<file path="src/rtl/cpu_pkg.sv">
// Shared CPU front-end definitions: default address geometry and the
// next-PC source selector used by the program-counter priority mux.
package cpu_pkg;

   localparam int unsigned DEFAULT_ADDR_WIDTH = 16;
   localparam logic [DEFAULT_ADDR_WIDTH-1:0] DEFAULT_RESET_VECTOR = 16'h0000;

   // Next-PC source, listed from highest to lowest priority.
   typedef enum logic [2:0] {
      PC_HOLD,
      PC_RET,
      PC_CALL,
      PC_JUMP,
      PC_BRANCH,
      PC_INC
   } pc_sel_e;

endpackage

</file>
<file path="src/rtl/pc_unit_return_stack.sv">
// Circular return-address stack. A push while full overwrites the oldest
// entry; a pop while empty only raises the sticky underflow flag.
module return_stack
   import cpu_pkg::*;
#(
   parameter int unsigned RAS_DEPTH  = 4,
   parameter int unsigned ADDR_WIDTH = DEFAULT_ADDR_WIDTH,
   localparam int unsigned CW = $clog2(RAS_DEPTH) + 1,
   localparam int unsigned PW = $clog2(RAS_DEPTH)
) (
   input  logic                  clk,
   input  logic                  rst_n,
   input  logic                  push_i,
   input  logic                  pop_i,
   input  logic [ADDR_WIDTH-1:0] push_data_i,
   output logic [ADDR_WIDTH-1:0] top_o,
   output logic [CW-1:0]         count_o,
   output logic                  overflow_o,
   output logic                  underflow_o
);

   logic [ADDR_WIDTH-1:0] mem_q [RAS_DEPTH];
   logic [PW-1:0]         tos_q, tos_d;
   logic [CW-1:0]         count_q, count_d;
   logic                  ovf_q, ovf_d;
   logic                  unf_q, unf_d;
   logic                  full, empty;

   assign full  = (count_q == CW'(RAS_DEPTH));
   assign empty = (count_q == '0);

   // Pointer/count/flag next state; the pointer wraps naturally because the
   // depth is a power of two, which makes the full-stack push circular.
   always_comb begin
      tos_d   = tos_q;
      count_d = count_q;
      ovf_d   = ovf_q;
      unf_d   = unf_q;
      if (push_i) begin
         tos_d = tos_q + 1'b1;
         if (full) ovf_d = 1'b1;
         else      count_d = count_q + 1'b1;
      end else if (pop_i) begin
         if (empty) begin
            unf_d = 1'b1;
         end else begin
            tos_d   = tos_q - 1'b1;
            count_d = count_q - 1'b1;
         end
      end
   end

   // Control state registers.
   always_ff @(posedge clk or negedge rst_n) begin
      if (!rst_n) begin
         tos_q   <= '0;
         count_q <= '0;
         ovf_q   <= 1'b0;
         unf_q   <= 1'b0;
      end else begin
         tos_q   <= tos_d;
         count_q <= count_d;
         ovf_q   <= ovf_d;
         unf_q   <= unf_d;
      end
   end

   // Entry storage; contents are irrelevant after reset, so no reset here.
   always_ff @(posedge clk) begin
      if (push_i) mem_q[tos_d] <= push_data_i;
   end

   assign top_o       = mem_q[tos_q];
   assign count_o     = count_q;
   assign overflow_o  = ovf_q;
   assign underflow_o = unf_q;

endmodule

</file>
<file path="src/rtl/pc_unit.sv">
// Program counter for the fetch stage: registered PC with a fixed-priority
// next-PC mux (stall > ret > call > jump > branch > increment) and an
// internal return-address stack for call/return.
module pc_unit
   import cpu_pkg::*;
#(
   parameter int unsigned ADDR_WIDTH   = DEFAULT_ADDR_WIDTH,
   parameter int unsigned OFFSET_WIDTH = 8,
   parameter int unsigned INC          = 1,
   parameter logic [ADDR_WIDTH-1:0] RESET_VECTOR = ADDR_WIDTH'(DEFAULT_RESET_VECTOR),
   parameter int unsigned RAS_DEPTH    = 4,
   localparam int unsigned CW = $clog2(RAS_DEPTH) + 1
) (
   input  logic                    clk,
   input  logic                    reset,
   input  logic                    stall,
   input  logic                    jump,
   input  logic [ADDR_WIDTH-1:0]   jump_target,
   input  logic                    branch_taken,
   input  logic [OFFSET_WIDTH-1:0] branch_offset,
   input  logic                    call,
   input  logic                    ret,
   output logic [ADDR_WIDTH-1:0]   pc,
   output logic [CW-1:0]           ras_count,
   output logic                    ras_empty,
   output logic                    ras_full,
   output logic                    ras_overflow,
   output logic                    ras_underflow
);

   logic [ADDR_WIDTH-1:0] pc_q, pc_d;
   logic [ADDR_WIDTH-1:0] pc_inc;
   logic [ADDR_WIDTH-1:0] pc_branch;
   logic [ADDR_WIDTH-1:0] ras_top;
   pc_sel_e               sel;

   assign pc_inc    = pc_q + ADDR_WIDTH'(INC);
   // Size cast of a signed operand sign-extends the offset to address width.
   assign pc_branch = pc_q + ADDR_WIDTH'($signed(branch_offset));

   // Resolve the winning request; lower-priority requests are ignored.
   always_comb begin
      sel = PC_INC;
      if      (stall)        sel = PC_HOLD;
      else if (ret)          sel = PC_RET;
      else if (call)         sel = PC_CALL;
      else if (jump)         sel = PC_JUMP;
      else if (branch_taken) sel = PC_BRANCH;
   end

   // Next-PC selection; a return on an empty stack falls through to increment.
   always_comb begin
      pc_d = pc_inc;
      case (sel)
         PC_HOLD:   pc_d = pc_q;
         PC_RET:    pc_d = ras_empty ? pc_inc : ras_top;
         PC_CALL:   pc_d = jump_target;
         PC_JUMP:   pc_d = jump_target;
         PC_BRANCH: pc_d = pc_branch;
         default:   pc_d = pc_inc;
      endcase
   end

   // PC register.
   always_ff @(posedge clk or negedge reset) begin
      if (!reset) pc_q <= RESET_VECTOR;
      else        pc_q <= pc_d;
   end

   return_stack #(
      .RAS_DEPTH  (RAS_DEPTH),
      .ADDR_WIDTH (ADDR_WIDTH)
   ) u_ras (
      .clk         (clk),
      .rst_n       (reset),
      .push_i      (sel == PC_CALL),
      .pop_i       (sel == PC_RET),
      .push_data_i (pc_inc),
      .top_o       (ras_top),
      .count_o     (ras_count),
      .overflow_o  (ras_overflow),
      .underflow_o (ras_underflow)
   );

   assign pc        = pc_q;
   assign ras_empty = (ras_count == '0);
   assign ras_full  = (ras_count == CW'(RAS_DEPTH));

endmodule
</file>
<file path="config.mk">
export PLATFORM = sky130hd
export DESIGN_NAME = pc_unit
export DESIGN_NICKNAME = d
export VERILOG_FILES = /design/src/rtl/cpu_pkg.sv /design/src/rtl/pc_unit_return_stack.sv /design/src/rtl/pc_unit.sv
export SDC_FILE = /design/constraint.sdc
export NUM_CORES = 1
export LEC_CHECK = 0
export CORE_UTILIZATION = 55
export DETAILED_ROUTE_END_ITERATION = 10
export PLACE_DENSITY = 0.86
export REMOVE_ABC_BUFFERS = 1
export SYNTH_ARGS = -nofsm -noshare
export SYNTH_HDL_FRONTEND = slang
export SYNTH_HIERARCHICAL = 1
export SYNTH_SLANG_ARGS = --single-unit
</file>
<file path="constraint.sdc">
create_clock -name clk -period 7.1 [get_ports clk]
set_input_delay 0.71 -clock clk [delete_from_list [all_inputs] [get_ports clk]]
set_output_delay 0.71 -clock clk [all_outputs]
set_load 0.02 [all_outputs]
</file>
==> qor.csv <==
stage,metric,value,unit
power_and_ir_drop,P_int,1.20,mW
timing,Worst slew margin,22.6,%
power_and_ir_drop,Comb power frac,41.9,%
timing,RSZ-0062 raised after global routing,false,
worst_setup_path,CP Data Required Time,6390,ps
clock_network,CTS max path bufs,2,
worst_setup_path,Reg2Reg Capture Point,pc[0],
synthesis,top cell type's share of synthesized area,38.9,%
worst_setup_path,crit path launch,u_ras/count_o[0],
synthesis,Seq cells post-synth,87,
final_layout,share of cells above drive strength 1,10.5,%
floorplan,full die area,9360,um2
synthesis,Post-synth EDFFs,64,
synthesis,post-synth cell types,63,
run,maxcap violations,0,
final_layout,Layout Cells excl Fill,583,
final_layout,ANT cells,0,
route,routed len/inst,20.5,um
clock_network,postcts setup bufs,0,
synthesis,Synth area leaders,"edfxtp_1, dfrtp_1, mux4_2",
worst_setup_path,r2r startpoint,u_ras/count_o[0],
timing,Fin Clk Skew,11.6,ps
synthesis,post-synthesis sequential area ratio,50.6,%
worst_setup_path,max incr delay on CP,690,ps
final_layout,Multi-input gate area,2270,um2
floorplan,# rows,34,
worst_setup_path,worst path bufs/invs,2,
route,routed wire length,11900,um
route,DRT Pass-1 Iters,5,
timing,slew at the pin closest to its max-slew limit,1150,ps
synthesis,Mapped Cells,419,
power_and_ir_drop,total power,1.95,mW
synthesis,most common cell in the netlist,edfxtp_1,
synthesis,most frequent cells after synthesis,"edfxtp_1, o21ai_0, nor2_1",
worst_hold_path,type of the most critical hold path,register to register,
worst_setup_path,crit-path max FO,19,
worst_hold_path,Hold EP,u_ras/underflow_o,
synthesis,top_reg_cell synth,edfxtp_1,
power_and_ir_drop,switch share,38.7,%
worst_setup_path,Worst path depth,3,
route,Initial DRC Count,282,
synthesis,Post-synth ARST share,26.4,%
worst_setup_path,worst path cell trace,"or3_1, clkinv_1, clkdlybuf4s50_1",
final_layout,# nets final,519,
worst_setup_path,cells on worst reg2reg path,6,
floorplan,I/O Pins,54,
place,gpl congestion,0.947,
final_layout,fin area,5750,um2
global_routing,Tot GR Track Use,26.5,%
clock_network,CTS tree,done,
timing,Hold Slack,491,ps
global_routing,remaining global-route overflow,0,
clock_network,Root Driver,clkbuf_8,
power_and_ir_drop,clock power share,18.6,%
timing,Fin. Hold Viols,0,
synthesis,yosys warns,6,
clock_network,H-Tree Depth,3,
global_routing,first-pass GRT wire length,19500,um
power_and_ir_drop,sequential power share,39.5,%
place,dpl cell area,5550,um2
worst_setup_path,WP data arrival,2550,ps
clock_network,hold_buf cts,0,
floorplan,Die H,96.8,um
floorplan,core footprint,8720,um2
worst_setup_path,worst-path cell with the longest stage delay,clkdlybuf4s50_1,
power_and_ir_drop,power density cells,339,nW/um2
synthesis,Synth area leader,edfxtp_1,
global_routing,number of global-route vias before repair,3818,
final_layout,Register Area,2500,um2
final_layout,area delta synth->final,16.4,%
timing,fmax,306,MHz
clock_network,Post-CTS Resized,0,
synthesis,cell area after synthesis,4940,um2
timing,final setup violation count,0,
route,DR vias,3804,
global_routing,largest net degree at the start of global routing,25,
route,ANT nets after route,0,
worst_setup_path,Worst R2R Setup Slack,4210,ps
place,placed cells,567,
timing,post-layout min period,3260,ps
floorplan,Initial Util,56.6,%
clock_network,CTS sink count,87,
route,via density per instance,6.52,
clock_network,"Reg clk slew, reported paths",100,ps
timing,"Slew Viols, Final",0,
power_and_ir_drop,Worst IR Drop VDD,0.192,mV
route,DRC errors left,0,
timing,Tcrit/Tclk final,46.0,%
worst_setup_path,cell family with most CP delay,buffers and inverters,
place,DP HPWL,8380,um
power_and_ir_drop,Psw,755,uW
worst_hold_path,hold_sp,u_ras/underflow_o,
synthesis,Mean Syn Cell Area,11.8,um2
worst_hold_path,Worst Hold Depth,1,
clock_network,"Clk Latency, worst-skew pair",360,ps
floorplan,Die W,96.8,um
status,status,completed,
worst_setup_path,kind of critical path,register to output port,
worst_setup_path,CP Capture Type,output port,
place,port bufs,53,
worst_setup_path,Worst setup SP type,register,
timing,Setup TNS Final,0,ps
power_and_ir_drop,leak pwr,2.06,nW
final_layout,fill count,618,
clock_network,clock buffer count from CTS,9,
global_routing,initial antenna violation count,0,
flip-flops by register name (all words and copies together), names as in the netlist:
signal and flops:
u_ras/mem_q 64, pc 16, u_ras/count_o 3, u_ras/tos_q 2, u_ras/overflow_o 1, u_ras/underflow_o 1
routing by layer:
| layer | routed length (um) | up-vias | global-route usage (%) |
|---|---|---|---|
| met3 | 742 | 40 | 4.48 |
| met5 | 0 | - | 0 |
| met1 | 5030 | 1857 | 35.0 |
| met2 | 5720 | 172 | 43.0 |
| met4 | 453 | 0 | 12.6 |
| li1 | - | 1735 | - |
layout by cell type, fill, tap and decap left out, drive strengths merged, types with 7 or more instances in the layout:
cell	Yosys	layout
dfrtp	23	23
nor3	9	9
nand3	14	14
a21oi	26	26
nand2	20	20
or3	7	7
ha	16	16
o21ai	31	31
xor2	10	10
and3	9	9
xnor2	12	12
nor2	26	26
clkbuf	7	9
a21o	11	11
clkdlybuf4s50	0	53
edfxtp	64	64
inv	15	17
mux4	16	16
metrics by stage:
step / utilization (%) / setup WS, ps
after global placement: 63.6 / 3860
after CTS: 65.9 / 3880
final: 65.9 / 3840
after floorplan: - / 4090
after global routing: 65.9 / 3760
after detailed placement: 63.6 / 3800
logic make-up after synthesis:
family                   Yosys count  share of synthesized area, %
XOR/XNOR                          22                          3.90
multiplexers                      17                          7.50
buffers and inverters             36                          3.57
AO/OA/AOI/OAI                    126                          17.6
flip-flops                        87                          50.6
AND/OR/NAND/NOR                  113                          12.0
adder cells (fa/ha/maj)           18                          4.86
how the worst max path moves through the flow:
stage | to
after floorplan | u_ras/mem_q[3][0]
after global placement | pc[10]
after detailed placement | pc[10]
after CTS | ras_empty
after global routing | ras_empty
final | ras_empty
cell type report:
type                       count  area share, %
clock buffer                   9           2.15
multi-input combinational    296           39.6
sequential                    87           43.4
inverter                      17           1.11
timing repair buffer          59           10.0
clock inverter                 7           1.39
tap                          108           2.35
power groups by stage:
stage               combinational [mW]  clock (mW)  sequential [mW]
floorplan                        0.479           0            0.818
global placement                 0.773           0            0.770
detailed placement               0.800           0            0.780
CTS                              0.809       0.365            0.769
global route                     0.886       0.384            0.784
finish                           0.818       0.362            0.771
Power figures use the tool's default switching activity.
